File: src/rtl/ask_pkg.sv
// ask_pkg -- shared definitions for the ASK receive frame controller.
//   ask_state_e            : frame controller state encoding
//   ASK_SYNC_WORD_DEFAULT  : default sync pattern (MSB-first)
//   CRC8_POLY              : CRC-8 generator polynomial (x^8 + x^2 + x + 1)
// Optional feature macro: ASK_RX_CRC8_EN adds the CHECK state.
package ask_pkg;

  localparam logic [15:0] ASK_SYNC_WORD_DEFAULT = 16'hA5C3;
  localparam logic [7:0]  CRC8_POLY             = 8'h07;

  typedef enum logic [1:0] {
    ST_IDLE,
    ST_HUNT,
`ifdef ASK_RX_CRC8_EN
    ST_PAYLOAD,
    ST_CHECK
`else
    ST_PAYLOAD
`endif
  } ask_state_e;

endpackage

File: src/rtl/ask_crc8.sv
// ask_crc8 -- bitwise CRC-8 (polynomial CRC8_POLY, init 0x00), one bit per
// enabled cycle, MSB-first.  Only instantiated when ASK_RX_CRC8_EN is defined.
//   sys_clk   : clock
//   sys_rst_n : asynchronous active-low reset
//   clear_i   : force CRC register to 0x00 (wins over en_i)
//   en_i      : fold bit_i into the CRC this cycle
//   bit_i     : data bit
//   crc_o     : current CRC value
module ask_crc8
  import ask_pkg::*;
(
  input  logic       sys_clk,
  input  logic       sys_rst_n,
  input  logic       clear_i,
  input  logic       en_i,
  input  logic       bit_i,
  output logic [7:0] crc_o
);

  logic [7:0] crc_q;
  logic [7:0] crc_d;

  always_comb begin
    crc_d = crc_q;
    if (clear_i) begin
      crc_d = '0;
    end else if (en_i) begin
      crc_d = {crc_q[6:0], 1'b0} ^ ((crc_q[7] ^ bit_i) ? CRC8_POLY : 8'h00);
    end
  end

  always_ff @(posedge sys_clk or negedge sys_rst_n) begin
    if (!sys_rst_n) begin
      crc_q <= '0;
    end else begin
      crc_q <= crc_d;
    end
  end

  assign crc_o = crc_q;

endmodule

File: src/rtl/ask_rx_frame_ctrl.sv
// ask_rx_frame_ctrl -- frames a demodulated ASK bit stream: hunts for a sync
// word, packs PAYLOAD_LEN payload bytes MSB-first into a valid/ready output
// register and flags frame start, good completion and errors (overflow,
// inter-bit timeout, CRC failure).
// Optional feature macro: ASK_RX_CRC8_EN -- appends a CRC-8 byte check (CHECK
// state) after the payload.
//   sys_clk, sys_rst_n : clock, asynchronous active-low reset
//   enable             : receiver enable, low forces IDLE
//   bit_in, bit_valid  : demodulated bit and its one-cycle strobe
//   byte_data/valid    : payload byte output register, consumed on byte_ready
//   frame_start/done/err : one-cycle status pulses
//   busy               : high while in PAYLOAD or CHECK
module ask_rx_frame_ctrl
  import ask_pkg::*;
#(
  parameter logic [15:0] SYNC_WORD   = ASK_SYNC_WORD_DEFAULT,
  parameter int unsigned PAYLOAD_LEN = 4,
  parameter int unsigned BIT_TIMEOUT = 200
) (
  input  logic       sys_clk,
  input  logic       sys_rst_n,
  input  logic       enable,
  input  logic       bit_in,
  input  logic       bit_valid,
  output logic [7:0] byte_data,
  output logic       byte_valid,
  input  logic       byte_ready,
  output logic       frame_start,
  output logic       frame_done,
  output logic       frame_err,
  output logic       busy
);

  localparam int unsigned     TMO_W    = $clog2(BIT_TIMEOUT + 1);
  localparam logic [TMO_W-1:0] TMO_MAX  = TMO_W'(BIT_TIMEOUT);
  localparam logic [7:0]       LAST_IDX = 8'(PAYLOAD_LEN - 1);

  ask_state_e       state_q;
  logic [14:0]      sync_q;
  logic [6:0]       data_q;
  logic [2:0]       bit_cnt_q;
  logic [7:0]       byte_cnt_q;
  logic [TMO_W-1:0] tmo_q;
  logic [7:0]       byte_data_q;
  logic             byte_valid_q;
  logic             frame_start_q;
  logic             frame_done_q;
  logic             frame_err_q;
  logic             busy_q;

  logic [15:0]      sync_d;
  logic [7:0]       data_d;
  logic [TMO_W-1:0] tmo_d;
  logic             sync_hit;
  logic             tmo_hit;
  logic             in_check;
  logic             crc_ok;

`ifdef ASK_RX_CRC8_EN
  logic [7:0] crc_w;
  logic       crc_clr;
  logic       crc_en;

  ask_crc8 u_crc (
    .sys_clk   (sys_clk),
    .sys_rst_n (sys_rst_n),
    .clear_i   (crc_clr),
    .en_i      (crc_en),
    .bit_i     (bit_in),
    .crc_o     (crc_w)
  );
`endif

  always_comb begin
    sync_d   = {sync_q, bit_in};
    data_d   = {data_q, bit_in};
    sync_hit = (sync_d == SYNC_WORD);
    tmo_d    = (tmo_q == TMO_MAX) ? tmo_q : tmo_q + 1'b1;
    tmo_hit  = (tmo_d == TMO_MAX);
`ifdef ASK_RX_CRC8_EN
    in_check = (state_q == ST_CHECK);
    crc_ok   = (data_d == crc_w);
    crc_clr  = enable && bit_valid && (state_q == ST_HUNT) && sync_hit;
    crc_en   = enable && bit_valid && (state_q == ST_PAYLOAD);
`else
    in_check = 1'b0;
    crc_ok   = 1'b0;
`endif
  end

  always_ff @(posedge sys_clk or negedge sys_rst_n) begin
    if (!sys_rst_n) begin
      state_q       <= ST_IDLE;
      sync_q        <= '0;
      data_q        <= '0;
      bit_cnt_q     <= '0;
      byte_cnt_q    <= '0;
      tmo_q         <= '0;
      byte_data_q   <= '0;
      byte_valid_q  <= 1'b0;
      frame_start_q <= 1'b0;
      frame_done_q  <= 1'b0;
      frame_err_q   <= 1'b0;
      busy_q        <= 1'b0;
    end else begin
      frame_start_q <= 1'b0;
      frame_done_q  <= 1'b0;
      frame_err_q   <= 1'b0;

      // The output handshake runs in every state so a held byte survives an
      // abort; a load below in the same cycle overrides this clear.
      if (byte_valid_q && byte_ready) begin
        byte_valid_q <= 1'b0;
      end

      if (!enable) begin
        state_q <= ST_IDLE;
        busy_q  <= 1'b0;
      end else begin
        case (state_q)
          ST_IDLE: begin
            state_q <= ST_HUNT;
            sync_q  <= '0;
          end

          ST_HUNT: begin
            if (bit_valid) begin
              sync_q <= sync_d[14:0];
              if (sync_hit) begin
                state_q       <= ST_PAYLOAD;
                busy_q        <= 1'b1;
                frame_start_q <= 1'b1;
                bit_cnt_q     <= '0;
                byte_cnt_q    <= '0;
                tmo_q         <= '0;
              end
            end
          end

`ifdef ASK_RX_CRC8_EN
          ST_PAYLOAD, ST_CHECK: begin
`else
          ST_PAYLOAD: begin
`endif
            if (bit_valid) begin
              tmo_q     <= '0;
              data_q    <= data_d[6:0];
              bit_cnt_q <= bit_cnt_q + 3'd1;
              if (bit_cnt_q == 3'd7) begin
                if (in_check) begin
                  frame_done_q <= crc_ok;
                  frame_err_q  <= !crc_ok;
                  state_q      <= ST_HUNT;
                  busy_q       <= 1'b0;
                  sync_q       <= '0;
                end else if (byte_valid_q && !byte_ready) begin
                  // Overflow outranks last-byte completion: the held byte
                  // stays, the new one is dropped.
                  frame_err_q <= 1'b1;
                  state_q     <= ST_HUNT;
                  busy_q      <= 1'b0;
                  sync_q      <= '0;
                end else begin
                  byte_data_q  <= data_d;
                  byte_valid_q <= 1'b1;
                  byte_cnt_q   <= byte_cnt_q + 8'd1;
                  if (byte_cnt_q == LAST_IDX) begin
`ifdef ASK_RX_CRC8_EN
                    state_q <= ST_CHECK;
`else
                    frame_done_q <= 1'b1;
                    state_q      <= ST_HUNT;
                    busy_q       <= 1'b0;
                    sync_q       <= '0;
`endif
                  end
                end
              end
            end else if (tmo_hit) begin
              frame_err_q <= 1'b1;
              state_q     <= ST_HUNT;
              busy_q      <= 1'b0;
              sync_q      <= '0;
              tmo_q       <= '0;
            end else begin
              tmo_q <= tmo_d;
            end
          end

          default: begin
            state_q <= ST_IDLE;
            busy_q  <= 1'b0;
          end
        endcase
      end
    end
  end

  assign byte_data   = byte_data_q;
  assign byte_valid  = byte_valid_q;
  assign frame_start = frame_start_q;
  assign frame_done  = frame_done_q;
  assign frame_err   = frame_err_q;
  assign busy        = busy_q;

endmodule

File: config.mk
export PLATFORM = sky130hd
export DESIGN_NAME = ask_rx_frame_ctrl
export DESIGN_NICKNAME = d
export VERILOG_FILES = /design/src/rtl/ask_pkg.sv /design/src/rtl/ask_crc8.sv /design/src/rtl/ask_rx_frame_ctrl.sv
export SDC_FILE = /design/constraint.sdc
export NUM_CORES = 1
export LEC_CHECK = 0
export CAP_MARGIN = 20
export CELL_PAD_IN_SITES_DETAIL_PLACEMENT = 1
export CELL_PAD_IN_SITES_GLOBAL_PLACEMENT = 1
export CORE_ASPECT_RATIO = 0.9
export CORE_MARGIN = 10
export CORE_UTILIZATION = 30
export DETAILED_ROUTE_END_ITERATION = 7
export GPL_TIMING_DRIVEN = 0
export PLACE_DENSITY = 0.62
export SETUP_SLACK_MARGIN = 0.1
export SLEW_MARGIN = 20
export SYNTH_ARGS = -nofsm -noshare
export SYNTH_HDL_FRONTEND = slang
export SYNTH_SLANG_ARGS = --single-unit
export TNS_END_PERCENT = 10
File: constraint.sdc
create_clock -name sys_clk -period 5.38 [get_ports sys_clk]
set_input_delay 1.076 -clock sys_clk [delete_from_list [all_inputs] [get_ports sys_clk]]
set_output_delay 1.076 -clock sys_clk [all_outputs]
set_load 0.02 [all_outputs]
==> impl_metrics.json, run 1 <==
{
  "status": "finished, final reports clean",
  "wire_per_inst_microns": 15.5,
  "maxSlewHeadroom_pct": 62.0,
  "fill_cells": 1023,
  "netlist.area_leader.share_pct": 51.3,
  "gr-total-overflow": 0,
  "cp-end-kind": "register",
  "final_cells": 402,
  "grt_pass1_wl_microns": 10800,
  "power_leakage_nw": 1.44,
  "p_per_area_nw_per_um2": 220,
  "synth_ff_type": "dfrtp_1",
  "port_buffers": 18,
  "final_core_util_pct": 36.4,
  "cts_resized": 0,
  "h-tree-depth": 2,
  "numCtsBuffers": 5,
  "io_pins": 19,
  "netlist_top_cells_area": "dfrtp_1 (51%), nand2_1 (5.4%), a22o_1 (3.8%), mux2_2 (3.3%), o21ai_0 (3.1%)",
  "period_share_pct": 55.2,
  "rsz0062_at_grt": "no",
  "final_cell_area_sq_um": 3170,
  "tritoncts": "built",
  "routed_via_density": 4.93,
  "async_reset_ff_share_pct": 100,
  "cts.clk_slew.worst_paths_ns": 0.10,
  "coreArea_sq_um": 8730,
  "first_iter_violations": 99,
  "fin_crit_ns": 2.97,
  "synthCells": 256,
  "clock_sinks": 56,
  "die_area_sq_um": 13300,
  "whs_ns": 0.501,
  "synth_fp_nets": 267,
  "die_width_microns": 121,
  "rows": 32,
  "setup_violations": 0,
  "synth_area_leader_cell": "dfrtp_1",
  "synth-seq-cells": 56,
  "critical_path_class": "primary input to register",
  "drc": 0,
  "max_slew.worst_pin.slew_ns": 0.564,
  "initial_utilization_pct": 31.3,
  "antenna_found_initial": 0,
  "max_cap_viol_count": 0,
  "ant_nets": 0,
  "post_cts_buffers": 0,
  "yosys_warnings": 0,
  "fin_nets": 293,
  "synth_cell_type_count": 50,
  "placed_area_sq_um": 3090,
  "finClkSkew_ns": 0.0124,
  "hold_path_class": "register to register",
  "syn2layout_area_growth_pct": 16.2,
  "drive_gt1_share_pct": 16.3,
  "wl_microns": 6230,
  "grt_max_degree": 56,
  "cts.root.buffer_cell": "clkbuf_8",
  "cts_hold_buf": 0,
  "grt_pass1_vias": 2048,
  "die_h_microns": 111,
  "vdd_ir_drop_max_v": 0.0000973,
  "hold_viol": 0,
  "diodes": 0,
  "avgSynthCellArea_sq_um": 10.7,
  "slew_viol_final": 0,
  "ys_seq_area_share_pct": 51.3,
  "grtUsageTotal_pct": 9.64,
  "synth-edff-count": 0,
  "multiInputGateArea_sq_um": 1230,
  "vias": 1982,
  "insertion_delay_ns": 0.32,
  "clk_path_buf_depth": 2,
  "cp.required_ns": 5.60,
  "seq_area_sq_um": 1400,
  "syn-cell-area_sq_um": 2730,
  "setup-tns-final_ns": 0,
  "path_max_fanout": 10,
  "start_kind": "primary input",
  "first_pass_iters": 4,
  "place_hpwl_microns": 4440,
  "arrival_ns": 3.20,
  "dp.cells": 394,
  "fmax_ghz": 0.336,
  "place_congestion": 0.796
}
## cells in the mapped netlist, drive strengths merged (2+ instances only)
cell,instances
or2,3
a21bo,2
inv,4
o31ai,3
nand4,3
and2b,2
nand2,39
nor2b,3
nor2,11
xor2,8
and4bb,2
and3,6
a22o,17
nand3b,4
nor4bb,3
or3,2
ha,5
a31oi,4
nor3,6
nand3,11
dfrtp,56
and2,5
clkbuf,3
and4,2
mux2,8
o21ai,18
buf,10
a21oi,5
## layout make-up
type	instances	share of cell area, %
clock buffer	6	2.29
inverter	4	0.473
clock inverter	2	0.512
multi-input combinational	183	38.7
sequential	56	44.1
timing repair buffer	19	6.46
tap	119	4.69
buffer	13	2.76
## layout by cell type (no fill, tap or decap), types with 6 or more instances in the layout
master and count:
and3_1 6, nand3_1 11, mux2_2 8, clkdlybuf4s50_1 17, xor2_1 8, a22o_1 12
nor2_1 11, dfrtp_1 56, nand2_1 39, o21ai_0 17
## per-stage QoR
step | power [mW] | setup slack [ns]
final | 0.699 | 2.41
after global routing | 0.729 | 2.22
after CTS | 0.711 | 2.40
after detailed placement | 0.468 | 2.07
after global placement | 0.466 | 1.31
after floorplan | 0.448 | 3.06
## routing by layer
metal  global-route usage, %  part of all wire (%)  routed length [microns]
met1                    14.0                    52                     3260
met2                    13.5                    43                     2690
met3                    2.59                   3.5                      220
met4                    2.88                  0.85                       53
met5                       0                     0                        0
## power breakdown
group / switching, mW / internal [mW]
clock network: 0.147 / 0.0932
logic: 0.0197 / 0.0129
registers: 0.00287 / 0.424
## flip-flops by register name (all words and copies together), names as in the netlist
signal,count
frame_done,1
byte_valid,1
data_q,7
byte_data,8
frame_start,1
state_q,2
tmo_q,8
bit_cnt_q,3
sync_q,15
frame_err,1
busy,1
byte_cnt_q,8
## path summary, 6_finish.rpt
kind | from | cells past startpoint | slack (ns) | endpoint
setup / recovery | bit_in | 8 | 2.41 | tmo_q[2]$_DFFE_PN0P_
hold / removal | data_q[6]$_DFFE_PN0P_ | 2 | 0.50 | data_q[6]$_DFFE_PN0P_
setup reg to reg | tmo_q[1]$_DFFE_PN0P_ | 8 | 3.00 | sync_q[1]$_DFFE_PN0P_
hold reg to reg | data_q[6]$_DFFE_PN0P_ | 2 | 0.50 | data_q[6]$_DFFE_PN0P_
max in group asynchronous | sys_rst_n | 2 | 4.38 | bit_cnt_q[2]$_DFFE_PN0P_
min in group asynchronous | sys_rst_n | 1 | 0.54 | frame_start$_DFF_PN0_
## worst max-delay path: stages
cell	delay [ns]
clkdlybuf4s50_1	0.47
and4bb_2	0.26
and4_1	0.24
and3_1	0.17
o21ai_0	0.45
buf_2	0.32
o21ai_0	0.12
o31ai_1	0.07
## logic make-up (layout without fill, tap and decap cells)
family	after synthesis	count (layout)	share of synthesized area, %
and+or+nand+nor	107	107	21.3
xor gates and xnor gates	9	9	2.89
AOI/OAI and AO/OA	53	53	14.8
muxes	9	9	3.66
DFF	56	56	51.3
adders and majority gates	5	5	2.29
buffers and inverters	17	44	3.76
Power figures use the tool's default switching activity.
==> run 2: changes to the inputs <==
--- a/config.mk
+++ b/config.mk
@@ -13,7 +13,7 @@
 export CORE_UTILIZATION = 30
 export DETAILED_ROUTE_END_ITERATION = 7
 export GPL_TIMING_DRIVEN = 0
-export PLACE_DENSITY = 0.62
+export PLACE_DENSITY = 0.64
 export SETUP_SLACK_MARGIN = 0.1
 export SLEW_MARGIN = 20
 export SYNTH_ARGS = -nofsm -noshare
==> constraint.sdc (replaced) <==
create_clock -name sys_clk -period 2.7 [get_ports sys_clk]
set_input_delay 0.54 -clock sys_clk [delete_from_list [all_inputs] [get_ports sys_clk]]
set_output_delay 0.54 -clock sys_clk [all_outputs]
set_load 0.02 [all_outputs]
==> run 2 against run 1 <==
Net effect: die area unchanged; clock-buffer cell count down 1; non-clock buffer count grew 1; cell count rose by 0.25%; register-to-register slack got worse by 2.7 ns; sequential share of layout area fell by 0.24 points; worst setup slack worse by 2.1 ns; via count unchanged; critical path type unchanged; largest cell class unchanged; largest power group unchanged; highest routed layer unchanged.
==> impl_metrics.json, run 2 (synthesized netlist as in run 1, its figures left out) <==
{
  "rsz0062_at_grt": "no",
  "ant_nets": 0,
  "clk_path_buf_depth": 2,
  "grt_max_degree": 56,
  "syn2layout_area_growth_pct": 16.9,
  "critical_path_class": "primary input to register",
  "period_share_pct": 88.1,
  "mostFrequentLayoutCells": "dfrtp_1 (56), nand2_1 (39), o21ai_0 (17), clkdlybuf4s50_1 (17), a22o_1 (12)",
  "grt_pass1_vias": 2034,
  "cp-end-kind": "register",
  "hold_viol": 0,
  "place_hpwl_microns": 4310,
  "tritoncts": "built",
  "h-tree-depth": 2,
  "initial_utilization_pct": 31.3,
  "maxSlewHeadroom_pct": 69.9,
  "final_common_cell": "dfrtp_1",
  "final_core_util_pct": 36.6,
  "rows": 32,
  "cts.clk_slew.worst_paths_ns": 0.11,
  "p_per_area_nw_per_um2": 440,
  "fin_crit_ns": 2.38,
  "clock_sinks": 56,
  "setup_violations": 0,
  "cts_resized": 0,
  "diodes": 0,
  "grt_pass1_wl_microns": 10400,
  "start_kind": "primary input",
  "path_max_fanout": 10,
  "die_h_microns": 111,
  "drc": 0,
  "crit_buf_inv": 4,
  "max_stage_delay_ns": 0.68,
  "io_pins": 19,
  "vdd_ir_drop_max_v": 0.000219,
  "drive_gt1_share_pct": 16.5,
  "coreArea_sq_um": 8730,
  "arrival_ns": 2.63,
  "wl_microns": 6080,
  "first_iter_violations": 51,
  "status": "finished, final reports clean",
  "insertion_delay_ns": 0.32,
  "wire_per_inst_microns": 15.1,
  "gr-total-overflow": 0,
  "first_pass_iters": 4,
  "cts.root.buffer_cell": "clkbuf_8",
  "whs_ns": 0.509,
  "power_leakage_nw": 1.45,
  "finClkSkew_ns": 0.00896,
  "numCtsBuffers": 5,
  "largest_reg_flops": 15,
  "max_cap_viol_count": 0,
  "die_area_sq_um": 13300,
  "cp_top_family": "buffers and inverters",
  "total_power_mw": 1.41,
  "grtUsageTotal_pct": 9.44,
  "port_buffers": 18,
  "place_congestion": 0.779,
  "cp_slowest_cell": "clkdlybuf4s50_1",
  "top_register": "sync_q",
  "fmax_ghz": 0.420,
  "fin_nets": 294,
  "vias": 1982,
  "cp.required_ns": 2.95,
  "die_width_microns": 121,
  "path_cells": "clkdlybuf4s50_1 -> and2_1 -> buf_2 -> and2_1 -> clkbuf_1 -> clkbuf_1 -> a22o_1",
  "max_slew.worst_pin.slew_ns": 0.446,
  "antenna_found_initial": 0,
  "hold_path_class": "register to register",
  "slew_viol_final": 0,
  "routed_via_density": 4.92
}
run 2: cell count changes in the layout (fill, tap and decap cells not counted):
cell	delta
clkbuf_1	-1
dlygate4sd3_1	+1
inv_8	+1
run 2: metal layers:
metal | track usage (%) | part of all wire, % | up-vias
met1 | 12.9 | 51 | 994
li1 | - | - | 962
met2 | 14.2 | 44 | 19
met3 | 2.03 | 3.1 | 7
met4 | 3.60 | 1.5 | 0
met5 | 0 | 0 | -
run 2: layout make-up:
| type | count | area (sq um) |
|---|---|---|
| plain buffers | 13 | 87.6 |
| clock buffers | 5 | 68.8 |
| clock inverters | 3 | 27.5 |
| fillers | 1029 | 5540 |
| inverters | 4 | 15.0 |
| multi-input cells | 183 | 1230 |
| flip-flops and latches | 56 | 1400 |
| well taps | 119 | 149 |
| repair buffers | 20 | 215 |
run 2: where the power goes:
part	switching [mW]	internal (mW)
Combinational	0.0389	0.0266
Sequential	0.00640	0.844
Clock	0.298	0.191
Total	0.343	1.06
run 2: worst paths after layout:
| path | startpoint | endpoint | slack (ns) | cells past startpoint |
|---|---|---|---|---|
| setup / recovery | enable | sync_q[14]$_DFFE_PN0P_ | 0.32 | 7 |
| hold / removal | data_q[5]$_DFFE_PN0P_ | data_q[6]$_DFFE_PN0P_ | 0.51 | 2 |
| setup reg to reg | tmo_q[0]$_DFFE_PN0P_ | sync_q[14]$_DFFE_PN0P_ | 0.33 | 10 |
| hold reg to reg | data_q[5]$_DFFE_PN0P_ | data_q[6]$_DFFE_PN0P_ | 0.51 | 2 |
| max in group asynchronous | sys_rst_n | busy$_DFFE_PN0P_ | 1.71 | 3 |
| min in group asynchronous | sys_rst_n | frame_start$_DFF_PN0_ | 0.56 | 2 |
run 2: worst register-to-register path: cells and delay by family, from the launching register on:
kind / cells / cell delay, ns
buf+inv: 3 / 0.44
fa+ha+maj: 1 / 0.17
flops: 1 / 0.40
simple gates: 2 / 0.38
compound gates: 4 / 0.88
run 2: stage by stage:
| step | setup WS (ns) | std cells | setup TNS [ns] | cell area (sq um) |
|---|---|---|---|---|
| 6_report | 0.320 | 403 | 0 | 3190 |
| 2_1_floorplan | 0.618 | 256 | 0 | 2730 |
| 3_3_place_gp | -0.790 | 393 | -44.03 | 3060 |
| 4_1_cts | 0.276 | 403 | 0 | 3190 |
| 3_5_place_dp | -0.0221 | 394 | -0.0567 | 3090 |
| 5_1_grt | 0.119 | 403 | 0 | 3190 |
run 2: repair_timing:
item,4_1_cts,5_1_grt
setup buffers,0,0
setup endpoints to repair,0,10
endpoints found under the hold margin,1,0
hold buffers,1,0
==> run 3: changes to the inputs <==
--- a/config.mk
+++ b/config.mk
@@ -14,6 +14,7 @@
 export DETAILED_ROUTE_END_ITERATION = 7
 export GPL_TIMING_DRIVEN = 0
 export PLACE_DENSITY = 0.64
+export REMOVE_ABC_BUFFERS = 1
 export SETUP_SLACK_MARGIN = 0.1
 export SLEW_MARGIN = 20
 export SYNTH_ARGS = -nofsm -noshare
==> run 3 against run 2 <==
Net effect: cell count fell by 3.5%; clock-buffer cell count rose by 1; total power rose by 6.3%; largest power group unchanged; non-clock buffer count fell by 14; combinational power fell by 6.1%; clock skew fell by 0.0020 ns.
==> impl_metrics.json, run 3 (synthesized netlist as in run 1, its figures left out) <==
{
  "ant_nets": 0,
  "drc": 0,
  "fill_cells": 1016,
  "cts.root.buffer_cell": "clkbuf_8",
  "vias": 1930,
  "initial_utilization_pct": 31.3,
  "gr-total-overflow": 0,
  "place_hpwl_microns": 4240,
  "coreArea_sq_um": 8730,
  "cp-end-kind": "register",
  "grt_max_degree": 48,
  "setup_violations": 0,
  "diodes": 0,
  "wl_microns": 6100,
  "rsz0062_at_grt": "yes",
  "hold_viol": 0,
  "top_register": "sync_q",
  "grt_pass1_vias": 1988,
  "place_congestion": 0.777,
  "hold_path_class": "primary input to async pin",
  "fmax_ghz": 0.405,
  "period_share_pct": 91.5,
  "port_buffers": 18,
  "largest_reg_flops": 15,
  "path_max_fanout": 12,
  "arrival_ns": 2.69,
  "routed_via_density": 4.96,
  "dp.cells": 381,
  "max_cap_viol_count": 0,
  "total_power_mw": 1.49,
  "numCtsBuffers": 5,
  "finClkSkew_ns": 0.00692,
  "vdd_ir_drop_max_v": 0.000197,
  "clk_path_buf_depth": 2,
  "final_cells": 389,
  "drive_gt1_share_pct": 14.8,
  "rows": 32,
  "tritoncts": "built",
  "fin_crit_ns": 2.47,
  "start_kind": "primary input",
  "io_pins": 19,
  "fin_nets": 280,
  "die_h_microns": 111,
  "first_iter_violations": 63,
  "power_leakage_nw": 1.40,
  "cts_hold_buf": 0,
  "wire_per_inst_microns": 15.7,
  "insertion_delay_ns": 0.32,
  "mostFrequentLayoutCells": "dfrtp_1 (56), nand2_1 (39), clkdlybuf4s50_1 (17), o21ai_0 (16), a22o_1 (12)",
  "grtUsageTotal_pct": 9.33,
  "first_pass_iters": 4,
  "p_per_area_nw_per_um2": 479,
  "syn2layout_area_growth_pct": 14.2,
  "grt_pass1_wl_microns": 10400,
  "h-tree-depth": 2,
  "slew_viol_final": 0,
  "maxSlewHeadroom_pct": 63.2,
  "status": "finished, final reports clean",
  "cts.clk_slew.worst_paths_ns": 0.11,
  "final_common_cell": "dfrtp_1",
  "setup-tns-final_ns": 0,
  "cp.required_ns": 2.92,
  "critical_path_class": "primary input to register",
  "die_area_sq_um": 13300,
  "max_slew.worst_pin.slew_ns": 0.552,
  "clock_sinks": 56,
  "die_width_microns": 121,
  "antenna_found_initial": 0
}
[run 3: cell types whose count changed in the layout (fill, tap and decap cells not counted), sizes merged]
cell / change
clkinv: -1
bufinv: +1
clkinvlp: -1
buf: -10
clkbuf: -2
dlygate4sd3: -1
[run 3: final timing paths]
kind,start,slack (ns),to,depth (start not counted)
min in group sys_clk,data_q[6]$_DFFE_PN0P_,0.49,data_q[6]$_DFFE_PN0P_,2
min reg2reg,data_q[6]$_DFFE_PN0P_,0.49,data_q[6]$_DFFE_PN0P_,2
min,sys_rst_n,0.04,tmo_q[4]$_DFFE_PN0P_,1
max reg2reg,tmo_q[0]$_DFFE_PN0P_,0.28,sync_q[11]$_DFFE_PN0P_,8
max in group asynchronous,sys_rst_n,2.20,byte_cnt_q[6]$_DFFE_PN0P_,2
max,enable,0.23,byte_data[3]$_DFFE_PN0P_,5
[run 3: layout make-up]
type	count	area, sq um	share of cell area (%)
Clock buffer	6	72.6	2.33
Clock inverter	2	38.8	1.24
Inverter	4	15.0	0.481
Multi-Input combinational cell	183	1240	39.7
Sequential cell	56	1400	44.9
Tap cell	119	149	4.77
Timing Repair Buffer	19	205	6.58
[run 3: per-layer routing]
layer / vias to the layer above / share of wire (%) / global-route usage [%]
li1: 937 / - / -
met3: 6 / 4.0 / 2.19
met2: 19 / 44 / 13.0
met4: 0 / 1.3 / 4.08
met5: - / 0 / 0
met1: 968 / 51 / 13.2
[run 3: worst max-delay path: stages]
cell	delay, ns
clkdlybuf4s50_1	0.69
and2_1	0.42
and2_2	0.37
nand3_2	0.29
mux2_2	0.36
[run 3: power by group]
group	switching [mW]	total (mW)	internal [mW]
sequential	0.00678	0.851	0.844
clock	0.301	0.582	0.281
combinational	0.0388	0.0615	0.0227
[run 3: per-stage QoR]
stage	utilization, %	setup WS, ns	instance area, sq um	hold slack (ns)
floorplan	-	0.544	2640	0.244
global placement	34.1	-0.770	2970	0.476
detailed placement	34.3	-0.515	3000	0.395
CTS	35.7	0.186	3120	0.0346
global route	35.8	0.0430	3120	0.0370
finish	35.8	0.230	3120	0.0356
[run 3: what timing repair did]
| item | in CTS | in global routing |
|---|---|---|
| setup endpoints to repair | 11 | 22 |
| buffers inserted | 0 | 0 |
| gates resized for setup | 2 | 2 |
| cloned | 0 | 0 |
